[config.mk]
export PLATFORM = sky130hd
export DESIGN_NAME = lcd_write_scheduler
export DESIGN_NICKNAME = d
export VERILOG_FILES = /design/src/rtl/lcd_pkg.sv /design/src/rtl/lcd_strobe_timer.sv /design/src/rtl/lcd_write_scheduler.sv
export SDC_FILE = /design/constraint.sdc
export NUM_CORES = 1
export LEC_CHECK = 0
export BUFFER_PORTS_ARGS = -buffer_cell sky130_fd_sc_hd__buf_2
export CAP_MARGIN = 15
export CORE_MARGIN = 3
export CORE_UTILIZATION = 38
export CTS_BUF_LIST = sky130_fd_sc_hd__clkbuf_8
export CTS_CLUSTER_DIAMETER = 30
export DETAILED_ROUTE_END_ITERATION = 7
export HOLD_SLACK_MARGIN = 0.03
export SLEW_MARGIN = 20
export SYNTH_ARGS = -nofsm -noshare
export SYNTH_HDL_FRONTEND = slang
export SYNTH_SLANG_ARGS = --single-unit
[constraint.sdc]
create_clock -name clk -period 2 [get_ports clk]
set_input_delay 0.1 -clock clk [delete_from_list [all_inputs] [get_ports clk]]
set_output_delay 0.1 -clock clk [all_outputs]
set_load 0.005 [all_outputs]
[src/rtl/lcd_pkg.sv]
// Shared types and constants for the HD44780 write scheduler.
// The WRAP state only exists when LCD_AUTOWRAP_EN is defined.
package lcd_pkg;

  typedef enum logic [2:0] {
    ST_IDLE,
    ST_SETUP,
    ST_EHIGH,
    ST_HOLD,
    ST_WAIT
`ifdef LCD_AUTOWRAP_EN
    , ST_WRAP
`endif
  } state_e;

  localparam logic [7:0] CMD_CLEAR     = 8'h01;
  localparam logic [7:0] CMD_HOME      = 8'h02;
  localparam logic [7:0] CMD_SET_DDRAM = 8'h80;
  localparam logic [7:0] ROW1_BASE     = 8'h40;

  localparam int DEF_T_SETUP     = 2;
  localparam int DEF_T_EPULSE    = 12;
  localparam int DEF_T_HOLD      = 2;
  localparam int DEF_T_CMD_WAIT  = 2000;
  localparam int DEF_T_CLEAR_WAIT = 82000;
  localparam int DEF_COLS        = 16;

  // A state of t cycles loads t-1; zero still yields one cycle.
  function automatic int loadVal(input int t);
    return (t <= 1) ? 0 : t - 1;
  endfunction

  function automatic int maxInt(input int a, input int b);
    return (a > b) ? a : b;
  endfunction

endpackage

[src/rtl/lcd_strobe_timer.sv]
// Loadable down-counter; done_o is high while the count sits at zero.
module lcd_strobe_timer #(
  parameter int W = 1
) (
  input  logic         clk,
  input  logic         reset_n,
  input  logic         load_i,
  input  logic [W-1:0] load_val_i,
  output logic         done_o
);

  logic [W-1:0] cnt_q, cnt_d;

  always_comb begin
    cnt_d = cnt_q;
    if (load_i) begin
      cnt_d = load_val_i;
    end else if (cnt_q != '0) begin
      cnt_d = cnt_q - W'(1);
    end
  end

  always_ff @(posedge clk or negedge reset_n) begin
    if (!reset_n) begin
      cnt_q <= '0;
    end else begin
      cnt_q <= cnt_d;
    end
  end

  assign done_o = (cnt_q == '0);

endmodule

[src/rtl/lcd_write_scheduler.sv]
// Takes the HD44780 bus over from InitLCD and times every later write.
// Define LCD_AUTOWRAP_EN to insert a DDRAM address command on line wrap.
module lcd_write_scheduler
  import lcd_pkg::*;
#(
  parameter int T_SETUP      = DEF_T_SETUP,
  parameter int T_EPULSE     = DEF_T_EPULSE,
  parameter int T_HOLD       = DEF_T_HOLD,
  parameter int T_CMD_WAIT   = DEF_T_CMD_WAIT,
  parameter int T_CLEAR_WAIT = DEF_T_CLEAR_WAIT,
  parameter int COLS         = DEF_COLS
) (
  input  logic       clk,
  input  logic       reset_n,
  input  logic       init_complete_flag,
  input  logic       RS_init_lcd,
  input  logic       RW_init_lcd,
  input  logic       E_init_lcd,
  input  logic [7:0] data_init_lcd,
  input  logic       req_valid,
  input  logic       req_is_cmd,
  input  logic [7:0] req_data,
  output logic       req_ready,
  output logic       busy,
  output logic       LCD_RS,
  output logic       LCD_RW,
  output logic       LCD_E,
  output logic [7:0] LCD_DB,
  output logic [3:0] cursor_col,
  output logic       cursor_row
);

  localparam int MAX_T = maxInt(maxInt(maxInt(T_SETUP, T_EPULSE),
                                       maxInt(T_HOLD, T_CMD_WAIT)), T_CLEAR_WAIT);
  localparam int CW = (MAX_T < 2) ? 1 : $clog2(MAX_T);

  localparam logic [CW-1:0] LD_SETUP  = CW'(loadVal(T_SETUP));
  localparam logic [CW-1:0] LD_EPULSE = CW'(loadVal(T_EPULSE));
  localparam logic [CW-1:0] LD_HOLD   = CW'(loadVal(T_HOLD));
  localparam logic [CW-1:0] LD_CMD    = CW'(loadVal(T_CMD_WAIT));
  localparam logic [CW-1:0] LD_CLEAR  = CW'(loadVal(T_CLEAR_WAIT));
  localparam logic [3:0]    COL_LAST  = 4'(COLS - 1);

  state_e        state_q;
  logic          owner_q;
  logic          rs_q;
  logic          e_q;
  logic [7:0]    db_q;
  logic [3:0]    col_q, col_d;
  logic          row_q, row_d;
  logic          tLoad;
  logic [CW-1:0] tVal;
  logic          tDone;
  logic          accept;
  logic          longWait;
`ifdef LCD_AUTOWRAP_EN
  logic          wrap_d;
`endif

  assign accept   = req_valid && req_ready;
  assign longWait = !rs_q && ((db_q == CMD_CLEAR) || (db_q == CMD_HOME));

  lcd_strobe_timer #(.W(CW)) u_timer (
    .clk        (clk),
    .reset_n    (reset_n),
    .load_i     (tLoad),
    .load_val_i (tVal),
    .done_o     (tDone)
  );

  // Cursor value to commit when the current transfer's WAIT ends.
  always_comb begin
    col_d = col_q;
    row_d = row_q;
`ifdef LCD_AUTOWRAP_EN
    wrap_d = 1'b0;
`endif
    if (!rs_q) begin
      if (longWait) begin
        col_d = 4'd0;
        row_d = 1'b0;
      end else if (db_q[7]) begin
        col_d = db_q[3:0];
        row_d = db_q[6];
      end
    end else if (col_q == COL_LAST) begin
      col_d = 4'd0;
`ifdef LCD_AUTOWRAP_EN
      row_d  = ~row_q;
      wrap_d = 1'b1;
`endif
    end else begin
      col_d = col_q + 4'd1;
    end
  end

  // Timer reloads on the same edge that moves the FSM into a timed state.
  always_comb begin
    tLoad = 1'b0;
    tVal  = LD_SETUP;
    case (state_q)
      ST_IDLE:  tLoad = accept;
      ST_SETUP: begin tLoad = tDone; tVal = LD_EPULSE; end
      ST_EHIGH: begin tLoad = tDone; tVal = LD_HOLD; end
      ST_HOLD:  begin tLoad = tDone; tVal = longWait ? LD_CLEAR : LD_CMD; end
`ifdef LCD_AUTOWRAP_EN
      ST_WRAP:  tLoad = 1'b1;
`endif
      default:  tLoad = 1'b0;
    endcase
  end

  always_ff @(posedge clk or negedge reset_n) begin
    if (!reset_n) begin
      state_q <= ST_IDLE;
      owner_q <= 1'b0;
      rs_q    <= 1'b0;
      e_q     <= 1'b0;
      db_q    <= 8'h00;
      col_q   <= 4'd0;
      row_q   <= 1'b0;
    end else begin
      owner_q <= owner_q | init_complete_flag;
      case (state_q)
        ST_IDLE: begin
          if (accept) begin
            rs_q    <= ~req_is_cmd;
            db_q    <= req_data;
            state_q <= ST_SETUP;
          end
        end
        ST_SETUP: begin
          if (tDone) begin
            e_q     <= 1'b1;
            state_q <= ST_EHIGH;
          end
        end
        ST_EHIGH: begin
          if (tDone) begin
            e_q     <= 1'b0;
            state_q <= ST_HOLD;
          end
        end
        ST_HOLD: begin
          if (tDone) state_q <= ST_WAIT;
        end
        ST_WAIT: begin
          if (tDone) begin
            col_q <= col_d;
            row_q <= row_d;
`ifdef LCD_AUTOWRAP_EN
            state_q <= wrap_d ? ST_WRAP : ST_IDLE;
`else
            state_q <= ST_IDLE;
`endif
          end
        end
`ifdef LCD_AUTOWRAP_EN
        // row_q already holds the new row committed at the end of WAIT.
        ST_WRAP: begin
          rs_q    <= 1'b0;
          db_q    <= CMD_SET_DDRAM | (row_q ? ROW1_BASE : 8'h00);
          state_q <= ST_SETUP;
        end
`endif
        default: state_q <= ST_IDLE;
      endcase
    end
  end

  // Pin mux: InitLCD until ownership, all-zero whenever reset is held.
  always_comb begin
    if (owner_q) begin
      LCD_RS = rs_q;
      LCD_RW = 1'b0;
      LCD_E  = e_q;
      LCD_DB = db_q;
    end else begin
      LCD_RS = RS_init_lcd;
      LCD_RW = RW_init_lcd;
      LCD_E  = E_init_lcd;
      LCD_DB = data_init_lcd;
    end
    if (!reset_n) begin
      LCD_RS = 1'b0;
      LCD_RW = 1'b0;
      LCD_E  = 1'b0;
      LCD_DB = 8'h00;
    end
  end

  assign req_ready  = owner_q && (state_q == ST_IDLE);
  assign busy       = (state_q != ST_IDLE);
  assign cursor_col = col_q;
  assign cursor_row = row_q;

endmodule

==> impl_table.tex, run 1 <==
\begin{tabular}{lr}
\hline
Metric & Value \\
\hline
\multicolumn{2}{l}{\textbf{Route}} \\
First drt pass iteration count & 4 \\
Wire length per cell after detailed routing & 13.6 µm \\
Drt total wl & 4830 µm \\
Number of DRC markers after the initial detailed-route iteration & 36 \\
Post-detailed-route via-to-cell ratio & 5.03 \\
Vias after detailed routing & 1785 \\
ANT nets after route & 0 \\
Number of remaining DRC errors & 0 \\
\multicolumn{2}{l}{\textbf{Synthesis}} \\
Yosys cell types & 46 \\
Most frequent cell after synthesis & dfrtp\_1 \\
Mux contribution to synthesized area & 10.1\% \\
Complex-gate fraction of the synthesized area & 11.2\% \\
Xor and xnor fraction of the mapped netlist area & 6.25\% \\
Synthesized netlist cell count & 220 \\
Number of enable-type register cells in the synthesized netlist & 0 \\
Part of the Yosys area used for sequential elements & 42.8\% \\
Leading post-synthesis cells by cell area & dfrtp\_1 (43\%), nor2\_1 (5.4\%), mux2\_1 (4.8\%) \\
Ys flop type & dfrtp\_1 \\
Top cell types by occurrence after synthesis & dfrtp\_1 (36), nor2\_1 (30), nand2\_1 (19), a21oi\_1 (15), nor2b\_1 (11) \\
Post-Synth Simple-Gate Area & 24.2\% \\
Share of Yosys cell area claimed by the top area cell type & 42.8\% \\
Post-synthesis adder-cell area fraction & 1.78\% \\
Average cell area after synthesis & 9.56 µm² \\
Async SR Flop Fraction & 100\% \\
Cell type contributing the most total cell area after synthesis & dfrtp\_1 \\
Largest family of logic cells by synthesized area & simple AND/OR/NAND/NOR gates \\
\#FFs+latches synth & 36 \\
Combined area of all synthesized cells & 2100 µm² \\
Synthesized Nets & 247 \\
Synth warn & 0 \\
\multicolumn{2}{l}{\textbf{Pwr}} \\
Peak supply drop & 513 µV \\
PwrDens & 493 nW/µm² \\
Static power due to leakage & 1.34 nW \\
Final Power & 1.33 mW \\
\multicolumn{2}{l}{\textbf{STA}} \\
Max frequency & 0.525 GHz \\
Min Clock Period, post-route & 1.90 ns \\
Worst-margin pin slew & 0.445 ns \\
Count of pins over their slew limit & 0 \\
Final hold slack & 0.0509 ns \\
Final worst path period share & 95.2\% \\
Total count of hold-check failures in the final report & 0 \\
Count of final setup violators & 0 \\
Final Skew & 0.00551 ns \\
Max transition margin & 70.2\% \\
\multicolumn{2}{l}{\textbf{Cells and area}} \\
Number of standard cells in the layout, taps in and fillers out & 355 \\
Area growth from synthesis to layout & 28.1\% \\
Multi-input combinational cell area & 1170 µm² \\
Share of layout cells above drive strength 1 & 28.4\% \\
Net count of the finished layout & 311 \\
Inserted Diodes & 0 \\
Core utilization of the finished layout & 51.5\% \\
Combined flip-flop and latch cell area & 901 µm² \\
Filler cells & 480 \\
\multicolumn{2}{l}{\textbf{Die}} \\
Die H & 80.4 µm \\
Area of the core & 5240 µm² \\
Row Count & 26 \\
Die X-Extent & 80.4 µm \\
Die area & 6460 µm² \\
Starting density of the core & 40.2\% \\
Number of I/O pins & 42 \\
\multicolumn{2}{l}{\textbf{Worst setup path}} \\
Endpoint type of the worst setup path & flip-flop \\
Required time worst endpoint & 2.22 ns \\
Start point of the critical path & u\_timer.cnt\_q[0]\$\_DFFE\_PN0P\_ \\
Type of the worst setup path & reg -> reg \\
Largest fanout on the critical path & 4 \\
Critical path startpoint category & flip-flop \\
Data arrival time at the worst-slack endpoint & 2.12 ns \\
R2R Path Start & u\_timer.cnt\_q[0]\$\_DFFE\_PN0P\_ \\
\multicolumn{2}{l}{\textbf{GRT}} \\
Antenna violations before repair & 0 \\
Maximum number of pins on one net before global-route repair & 35 \\
Global-route wire length before repair & 8500 µm \\
Vias in the first global route & 1771 \\
Total global routing overflow & 0 \\
Total GRT Usage & 16.8\% \\
\multicolumn{2}{l}{\textbf{CTS}} \\
Worst skew pair latency & 0.29 ns \\
Root Driver & clkbuf\_8 \\
Setup bufs post-CTS & 0 \\
Number of CTS-inserted buffers & 5 \\
TritonCTS clock tree & done \\
Clk sink count & 36 \\
Number of H-tree levels & 2 \\
Max Buffers Root-to-Sink & 2 \\
Clock-pin slew reported for the worst setup and hold paths after clock tree synthesis & 0.08 ns \\
\multicolumn{2}{l}{\textbf{Hold path}} \\
Classification of the worst-slack hold path & in -> reg \\
Worst hold start & req\_data[2] \\
\multicolumn{2}{l}{\textbf{Place}} \\
Port bufs & 41 \\
Post-DP HPWL & 3480 µm \\
Gp weighted congestion & 0.797 \\
Number of placed cells counting well taps & 337 \\
\multicolumn{2}{l}{\textbf{Flow run}} \\
Number of max-cap violations & 0 \\
\multicolumn{2}{l}{\textbf{Status}} \\
Run status & finished clean \\
\hline
\end{tabular}
-- routing by layer --
layer / up-vias / share of wire [%] / GRT usage (%)
met1: 844 / 46 / 22.1
met5: - / 0 / 0
li1: 897 / - / -
met3: 4 / 4.5 / 4.26
met4: 0 / 0.62 / 2.53
met2: 40 / 49 / 28.2
-- path summary, 6_finish.rpt --
check,cells past startpoint,to,slack (ns)
max,7,cursor_col[2]$_DFFE_PN0P_,0.1
min,2,db_q[2]$_DFFE_PN0P_,0.05
max in group asynchronous,3,u_timer.cnt_q[12]$_DFFE_PN0P_,1.09
min reg2reg,1,cursor_row$_DFFE_PN0P_,0.52
max reg2reg,7,cursor_col[2]$_DFFE_PN0P_,0.1
min in group asynchronous,2,owner_q$_DFF_PN0_,0.22
-- placed cells by master, fill, tap and decap left out, types with 2 or more instances in the layout --
master,count
inv_1,6
dfrtp_1,36
xnor2_1,6
o21ai_1,4
nor3_1,3
nor2b_1,11
mux2_1,9
nor2_1,30
buf_4,15
clkinv_2,2
o211ai_1,2
dlygate4sd3_1,10
ha_1,3
or4_1,2
nand2_1,18
nor4_2,3
xor2_1,9
nand3_1,7
a21oi_1,15
o21ai_0,6
clkbuf_8,6
or2_2,2
nand4_1,2
buf_2,41
o31ai_1,3
and2_1,2
a31oi_1,2
mux2i_1,10
-- area by class of cell --
| type | instances | share of cell area, % |
|---|---|---|
| clock buffers | 6 | 3.06 |
| clock inverters | 2 | 0.371 |
| inverters | 6 | 0.836 |
| multi-input cells | 169 | 43.5 |
| flip-flops and latches | 36 | 33.4 |
| well taps | 70 | 3.25 |
| repair buffers | 66 | 15.5 |
-- state kept, by name, indices dropped and copies added, names as in the netlist --
signal,flops
state_q,3
cursor_row,1
owner_q,1
e_q,1
cursor_col,4
rs_q,1
u_timer.cnt_q,17
db_q,8
-- worst max-delay path, stage by stage (launching register included) --
cell and delay, ns:
dfrtp_1 0.40, inv_1 0.11, ha_1 0.17, nor4b_4 0.23, and4_4 0.30, o311a_4 0.20
mux2_1 0.31, a21oi_1 0.11
-- where the power goes --
group	switching, mW	total (mW)	internal [mW]	leakage, nW
Clock	0.267	0.542	0.275	0.0510
Combinational	0.0253	0.0583	0.0329	0.835
Sequential	0.0000000000000000217	0.727	0.727	0.452
-- per-stage QoR --
step | setup TNS, ns | setup slack (ns) | area, µm²
2_1_floorplan | 0 | 0.118 | 2100
6_report | 0 | 0.0956 | 2700
3_5_place_dp | 0 | 0.0567 | 2450
5_1_grt | -0.0780 | -0.0207 | 2700
4_1_cts | 0 | 0.0294 | 2650
3_3_place_gp | 0 | 0.113 | 2450
-- cells by family (layout without fill, tap and decap cells) --
kind of cell    Yosys count  count (layout)
compound gates           39              39
buf+inv                  15              80
fa+ha+maj                 3               3
simple gates             92              92
xor+xnor                 15              15
mux                      20              20
flops                    36              36
-- timing repair --
item	in CTS	in global routing
gates resized for setup	0	9
endpoints found under the hold margin	11	0
setup endpoints to repair	0	20
hold buffers	10	0
No activity file was read; power rests on OpenSTA's default activity.
==> inputs of run 2 (changes only) <==
==> constraint.sdc (replaced) <==
create_clock -name clk -period 2.2 [get_ports clk]
set_input_delay 0.11 -clock clk [delete_from_list [all_inputs] [get_ports clk]]
set_output_delay 0.11 -clock clk [all_outputs]
set_load 0.005 [all_outputs]
==> run 2 against run 1 <==
Critical path depth up 1. First-iteration DRC count up 120%. Routed wire length up 1.0%. Die area unchanged. Power down 4.0%. Largest power group unchanged.
==> impl_table.tex, run 2 (synthesis gave the netlist of run 1 again) <==
\begin{tabular}{lr}
\hline
Metric & Value \\
\hline
\multicolumn{2}{l}{\textbf{Hold path}} \\
Worst hold path endpoint & db\_q[0]\$\_DFFE\_PN0P\_ \\
Worst hold start & req\_data[0] \\
Number of cells on the worst hold path & 2 \\
Classification of the worst-slack hold path & in -> reg \\
\multicolumn{2}{l}{\textbf{Die}} \\
Die H & 80.4 µm \\
Die X-Extent & 80.4 µm \\
Number of I/O pins & 42 \\
Die area & 6460 µm² \\
Area of the core & 5240 µm² \\
Starting density of the core & 40.2\% \\
Row Count & 26 \\
\multicolumn{2}{l}{\textbf{STA}} \\
Max transition margin & 70.0\% \\
Worst-margin pin slew & 0.448 ns \\
Final hold slack & 0.0383 ns \\
Setup total negative slack & 0 ns \\
Final Skew & 0.00451 ns \\
Unrepaired setup endpoints after global routing & false \\
Max frequency & 0.500 GHz \\
Min Clock Period, post-route & 2.00 ns \\
Total count of hold-check failures in the final report & 0 \\
Count of final setup violators & 0 \\
Final worst path period share & 90.9\% \\
Count of pins over their slew limit & 0 \\
\multicolumn{2}{l}{\textbf{Worst setup path}} \\
Required time worst endpoint & 2.35 ns \\
Largest fanout on the critical path & 10 \\
R2R Path Start & u\_timer.cnt\_q[0]\$\_DFFE\_PN0P\_ \\
Endpoint type of the worst setup path & flip-flop \\
Critical path startpoint category & flip-flop \\
Type of the worst setup path & reg -> reg \\
Data arrival time at the worst-slack endpoint & 2.15 ns \\
Setup slack, reg-to-reg & 0.20 ns \\
Start point of the critical path & u\_timer.cnt\_q[0]\$\_DFFE\_PN0P\_ \\
Depth of the most critical reg-to-reg path & 8 \\
RR Endpoint & u\_timer.cnt\_q[9]\$\_DFFE\_PN0P\_ \\
\multicolumn{2}{l}{\textbf{Pwr}} \\
PwrDens & 499 nW/µm² \\
Peak supply drop & 280 µV \\
Static power due to leakage & 1.31 nW \\
\multicolumn{2}{l}{\textbf{GRT}} \\
Global-route wire length before repair & 8370 µm \\
Total GRT Usage & 16.5\% \\
Maximum number of pins on one net before global-route repair & 35 \\
Antenna violations before repair & 0 \\
Total global routing overflow & 0 \\
Vias in the first global route & 1764 \\
\multicolumn{2}{l}{\textbf{Flow run}} \\
Number of max-cap violations & 0 \\
\multicolumn{2}{l}{\textbf{Route}} \\
Post-detailed-route via-to-cell ratio & 5.05 \\
ANT nets after route & 0 \\
Number of DRC markers after the initial detailed-route iteration & 80 \\
First drt pass iteration count & 4 \\
Number of remaining DRC errors & 0 \\
Vias after detailed routing & 1731 \\
Drt total wl & 4880 µm \\
Wire length per cell after detailed routing & 14.2 µm \\
\multicolumn{2}{l}{\textbf{Place}} \\
Post-DP HPWL & 3580 µm \\
Gp weighted congestion & 0.789 \\
Port bufs & 41 \\
Post-place instance area & 2420 µm² \\
Number of placed cells counting well taps & 332 \\
\multicolumn{2}{l}{\textbf{CTS}} \\
Number of CTS-inserted buffers & 5 \\
TritonCTS clock tree & done \\
Max Buffers Root-to-Sink & 2 \\
Clock-pin slew reported for the worst setup and hold paths after clock tree synthesis & 0.07 ns \\
Worst skew pair latency & 0.28 ns \\
Setup bufs post-CTS & 0 \\
Number of H-tree levels & 2 \\
Root Driver & clkbuf\_8 \\
Clk sink count & 36 \\
\multicolumn{2}{l}{\textbf{Cells and area}} \\
Cell area after layout & 2550 µm² \\
Share of layout cells above drive strength 1 & 26.4\% \\
Core utilization of the finished layout & 48.8\% \\
Net count of the finished layout & 299 \\
Most common library cell in the layout ignoring fill and taps & buf\_2 \\
Register containing the most flip-flops in the final layout & u\_timer.cnt\_q \\
Inserted Diodes & 0 \\
Most frequent cells in the layout & buf\_2 (41), dfrtp\_1 (36), nor2\_1 (30), nand2\_1 (19), a21oi\_1 (15) \\
Area growth from synthesis to layout & 21.5\% \\
Filler cells & 525 \\
Number of standard cells in the layout, taps in and fillers out & 343 \\
Flip-flop count of the largest register, all copies and words added & 17 \\
\multicolumn{2}{l}{\textbf{Status}} \\
Run status & finished clean \\
\hline
\end{tabular}
run 2: changes by cell type in the layout (fill, tap and decap cells not counted), sizes merged:
cell	previous run	this run
dlygate4sd3	10	3
buf	56	51
bufinv	0	1
clkbuf	6	5
clkinv	2	1
inv	6	7
run 2: timing repair:
item | CTS | global route
hold buffers | 3 | 0
hold endpoints to repair | 4 | 0
endpoints found under the setup margin | 0 | 1
gates resized for setup | 0 | 1
run 2: metal layers:
metal / routed length, µm / global-route usage [%]
met5: 0 / 0
met4: 35 / 3.04
met3: 246 / 4.26
met2: 2260 / 26.7
met1: 2340 / 22.5
run 2: how the worst max path moves through the flow:
stage,endpoint,slack (ns)
floorplan,cursor_col[2]$_DFFE_PN0P_,0.32
global placement,u_timer.cnt_q[9]$_DFFE_PN0P_,0.20
detailed placement,u_timer.cnt_q[9]$_DFFE_PN0P_,0.19
CTS,u_timer.cnt_q[9]$_DFFE_PN0P_,0.17
global route,u_timer.cnt_q[9]$_DFFE_PN0P_,0.02
finish,u_timer.cnt_q[9]$_DFFE_PN0P_,0.20
run 2: worst max-delay path: stages, from the launching register on:
cell and delay, ns:
dfrtp_1 0.40, inv_1 0.11, ha_1 0.14, nor4b_2 0.28
and4_2 0.33, buf_4 0.20, o21ai_2 0.16, a21oi_1 0.19
nor2_1 0.05
run 2: final cells by class:
class / count / area (µm²) / share of cell area, %
Timing Repair Buffer: 54 / 310 / 12.1
Sequential cell: 36 / 901 / 35.3
Inverter: 6 / 22.5 / 0.881
Clock buffer: 5 / 68.8 / 2.69
Multi-Input combinational cell: 169 / 1130 / 44.1
Tap cell: 70 / 87.6 / 3.43
Clock inverter: 3 / 38.8 / 1.52
run 2: through the flow:
stage / worst slack [ns] / power [mW]
after floorplan: 0.318 / 0.680
final: 0.199 / 1.27
after global routing: 0.0219 / 1.32
after detailed placement: 0.192 / 0.714
after CTS: 0.174 / 1.29
after global placement: 0.204 / 0.714
run 2: where the power goes:
part / internal [mW] / total [mW] / switching (mW)
combinational: 0.0219 / 0.0434 / 0.0215
sequential: 0.661 / 0.661 / 0.0000000000000000276
clock: 0.332 / 0.570 / 0.238
total: 1.01 / 1.27 / 0.259
==> inputs of run 3 (changes only) <==
--- a/config.mk
+++ b/config.mk
@@ -9,7 +9,6 @@
 export CAP_MARGIN = 15
 export CORE_MARGIN = 3
 export CORE_UTILIZATION = 38
-export CTS_BUF_LIST = sky130_fd_sc_hd__clkbuf_8
 export CTS_CLUSTER_DIAMETER = 30
 export DETAILED_ROUTE_END_ITERATION = 7
 export HOLD_SLACK_MARGIN = 0.03
==> run 3 against run 2 <==
Sequential share of layout area unchanged. Register-to-register slack about the same. Non-clock buffer count unchanged. Clock skew about the same. Hold slack about the same. Final cell count unchanged. Routed wire length about the same. Critical path depth unchanged. Sequential power about the same. Power up 0.34%. First-iteration DRC count down 1.3%. Critical endpoint unchanged. Largest power group unchanged.
==> impl_table.tex, run 3 (synthesis gave the netlist of run 1 again) <==
\begin{tabular}{lr}
\hline
Metric & Value \\
\hline
\multicolumn{2}{l}{\textbf{CTS}} \\
Number of CTS-inserted buffers & 5 \\
Setup bufs post-CTS & 0 \\
Max Buffers Root-to-Sink & 2 \\
Number of H-tree levels & 2 \\
TritonCTS clock tree & done \\
Clk sink count & 36 \\
Worst skew pair latency & 0.28 ns \\
Clock-pin slew reported for the worst setup and hold paths after clock tree synthesis & 0.07 ns \\
Root Driver & clkbuf\_8 \\
\multicolumn{2}{l}{\textbf{Place}} \\
Port bufs & 41 \\
Gp weighted congestion & 0.789 \\
Number of placed cells counting well taps & 332 \\
Post-DP HPWL & 3580 µm \\
Post-place instance area & 2420 µm² \\
\multicolumn{2}{l}{\textbf{STA}} \\
Count of final setup violators & 0 \\
Unrepaired setup endpoints after global routing & false \\
Final Skew & 0.00451 ns \\
Count of pins over their slew limit & 0 \\
Worst-margin pin slew & 0.448 ns \\
Max frequency & 0.500 GHz \\
Min Clock Period, post-route & 2.00 ns \\
Max transition margin & 70.0\% \\
Setup total negative slack & 0 ns \\
Final worst path period share & 90.9\% \\
Total count of hold-check failures in the final report & 0 \\
\multicolumn{2}{l}{\textbf{Worst setup path}} \\
Required time worst endpoint & 2.35 ns \\
Critical path startpoint category & flip-flop \\
Slowest stage delay, CP & 0.40 ns \\
Top Family by Delay on Critical Path & simple AND/OR/NAND/NOR gates \\
Critical-path cell with the highest stage delay & dfrtp\_1 \\
Endpoint type of the worst setup path & flip-flop \\
Data arrival time at the worst-slack endpoint & 2.15 ns \\
Bufs and invs on worst path & 2 \\
Largest fanout on the critical path & 10 \\
Type of the worst setup path & reg -> reg \\
Ordered list of cells on the worst path & inv\_1 > ha\_1 > nor4b\_2 > and4\_2 > buf\_4 > o21ai\_2 > a21oi\_1 > nor2\_1 \\
\multicolumn{2}{l}{\textbf{Pwr}} \\
Final Power & 1.28 mW \\
PwrDens & 500 nW/µm² \\
Peak supply drop & 280 µV \\
Static power due to leakage & 1.31 nW \\
\multicolumn{2}{l}{\textbf{GRT}} \\
Maximum number of pins on one net before global-route repair & 35 \\
Global-route wire length before repair & 8370 µm \\
Total GRT Usage & 16.5\% \\
Total global routing overflow & 0 \\
Antenna violations before repair & 0 \\
Vias in the first global route & 1764 \\
\multicolumn{2}{l}{\textbf{Die}} \\
Die H & 80.4 µm \\
Area of the core & 5240 µm² \\
Starting density of the core & 40.2\% \\
Die area & 6460 µm² \\
Row Count & 26 \\
Die X-Extent & 80.4 µm \\
Number of I/O pins & 42 \\
\multicolumn{2}{l}{\textbf{Cells and area}} \\
Core utilization of the finished layout & 48.8\% \\
Most common library cell in the layout ignoring fill and taps & buf\_2 \\
Inserted Diodes & 0 \\
Share of layout cells above drive strength 1 & 26.4\% \\
Most frequent cells in the layout & buf\_2 (41), dfrtp\_1 (36), nor2\_1 (30), nand2\_1 (19), a21oi\_1 (15) \\
Area growth from synthesis to layout & 21.5\% \\
Flip-flop count of the largest register, all copies and words added & 17 \\
Number of standard cells in the layout, taps in and fillers out & 343 \\
Register containing the most flip-flops in the final layout & u\_timer.cnt\_q \\
Net count of the finished layout & 299 \\
Cell area after layout & 2550 µm² \\
\multicolumn{2}{l}{\textbf{Route}} \\
Number of remaining DRC errors & 0 \\
ANT nets after route & 0 \\
Number of DRC markers after the initial detailed-route iteration & 79 \\
Wire length per cell after detailed routing & 14.2 µm \\
Vias after detailed routing & 1733 \\
First drt pass iteration count & 4 \\
Drt total wl & 4880 µm \\
Post-detailed-route via-to-cell ratio & 5.05 \\
\multicolumn{2}{l}{\textbf{Hold path}} \\
Classification of the worst-slack hold path & in -> reg \\
\multicolumn{2}{l}{\textbf{Status}} \\
Run status & finished clean \\
\multicolumn{2}{l}{\textbf{Flow run}} \\
Number of max-cap violations & 0 \\
\hline
\end{tabular}
[run 3: changes by cell type in the layout (fill, tap and decap cells not counted), sizes merged]
cell    before  now
clkbuf       5    6
inv          7    6
[run 3: layout make-up]
cell class,count,area [µm²]
well taps,70,87.6
clock buffers,6,72.6
clock inverters,2,35.0
inverters,6,22.5
multi-input cells,169,1130
fillers,525,2680
flip-flops and latches,36,901
repair buffers,54,310
[run 3: per-layer routing]
layer | GRT usage, % | vias up | wire, µm
li1 | - | 873 | -
met1 | 22.5 | 808 | 2340
met2 | 26.7 | 45 | 2260
met3 | 4.26 | 7 | 246
met4 | 3.04 | 0 | 35
met5 | 0 | - | 0
[run 3: power by group]
part,switching (mW),internal [mW],total (mW)
Combinational,0.0215,0.0219,0.0434
Sequential,0.0000000000000000276,0.661,0.661
Clock,0.237,0.336,0.574
Total,0.259,1.02,1.28
[run 3: metrics by stage]
stage	setup WS, ns	hold slack (ns)
after floorplan	0.318	-0.186
after global placement	0.204	-0.0360
after detailed placement	0.192	-0.0396
after CTS	0.174	0.0373
after global routing	0.0219	0.0337
final	0.199	0.0387
[run 3: path summary, 6_finish.rpt]
path                                              start                       endpoint  slack (ns)  cells after the start
setup / recovery           u_timer.cnt_q[0]$_DFFE_PN0P_   u_timer.cnt_q[9]$_DFFE_PN0P_        0.20                      8
hold / removal                              req_data[0]            db_q[0]$_DFFE_PN0P_        0.04                      2
setup reg to reg           u_timer.cnt_q[0]$_DFFE_PN0P_   u_timer.cnt_q[9]$_DFFE_PN0P_        0.20                      8
hold reg to reg                  cursor_row$_DFFE_PN0P_         cursor_row$_DFFE_PN0P_        0.51                      1
max in group asynchronous                       reset_n  u_timer.cnt_q[10]$_DFFE_PN0P_        1.27                      3
min in group asynchronous                       reset_n              owner_q$_DFF_PN0_        0.25                      2
[run 3: what timing repair did]
item	in CTS	in global routing
resized for setup	0	1
hold endpoints to repair	4	0
hold buffers	3	0
setup endpoints to repair	0	1
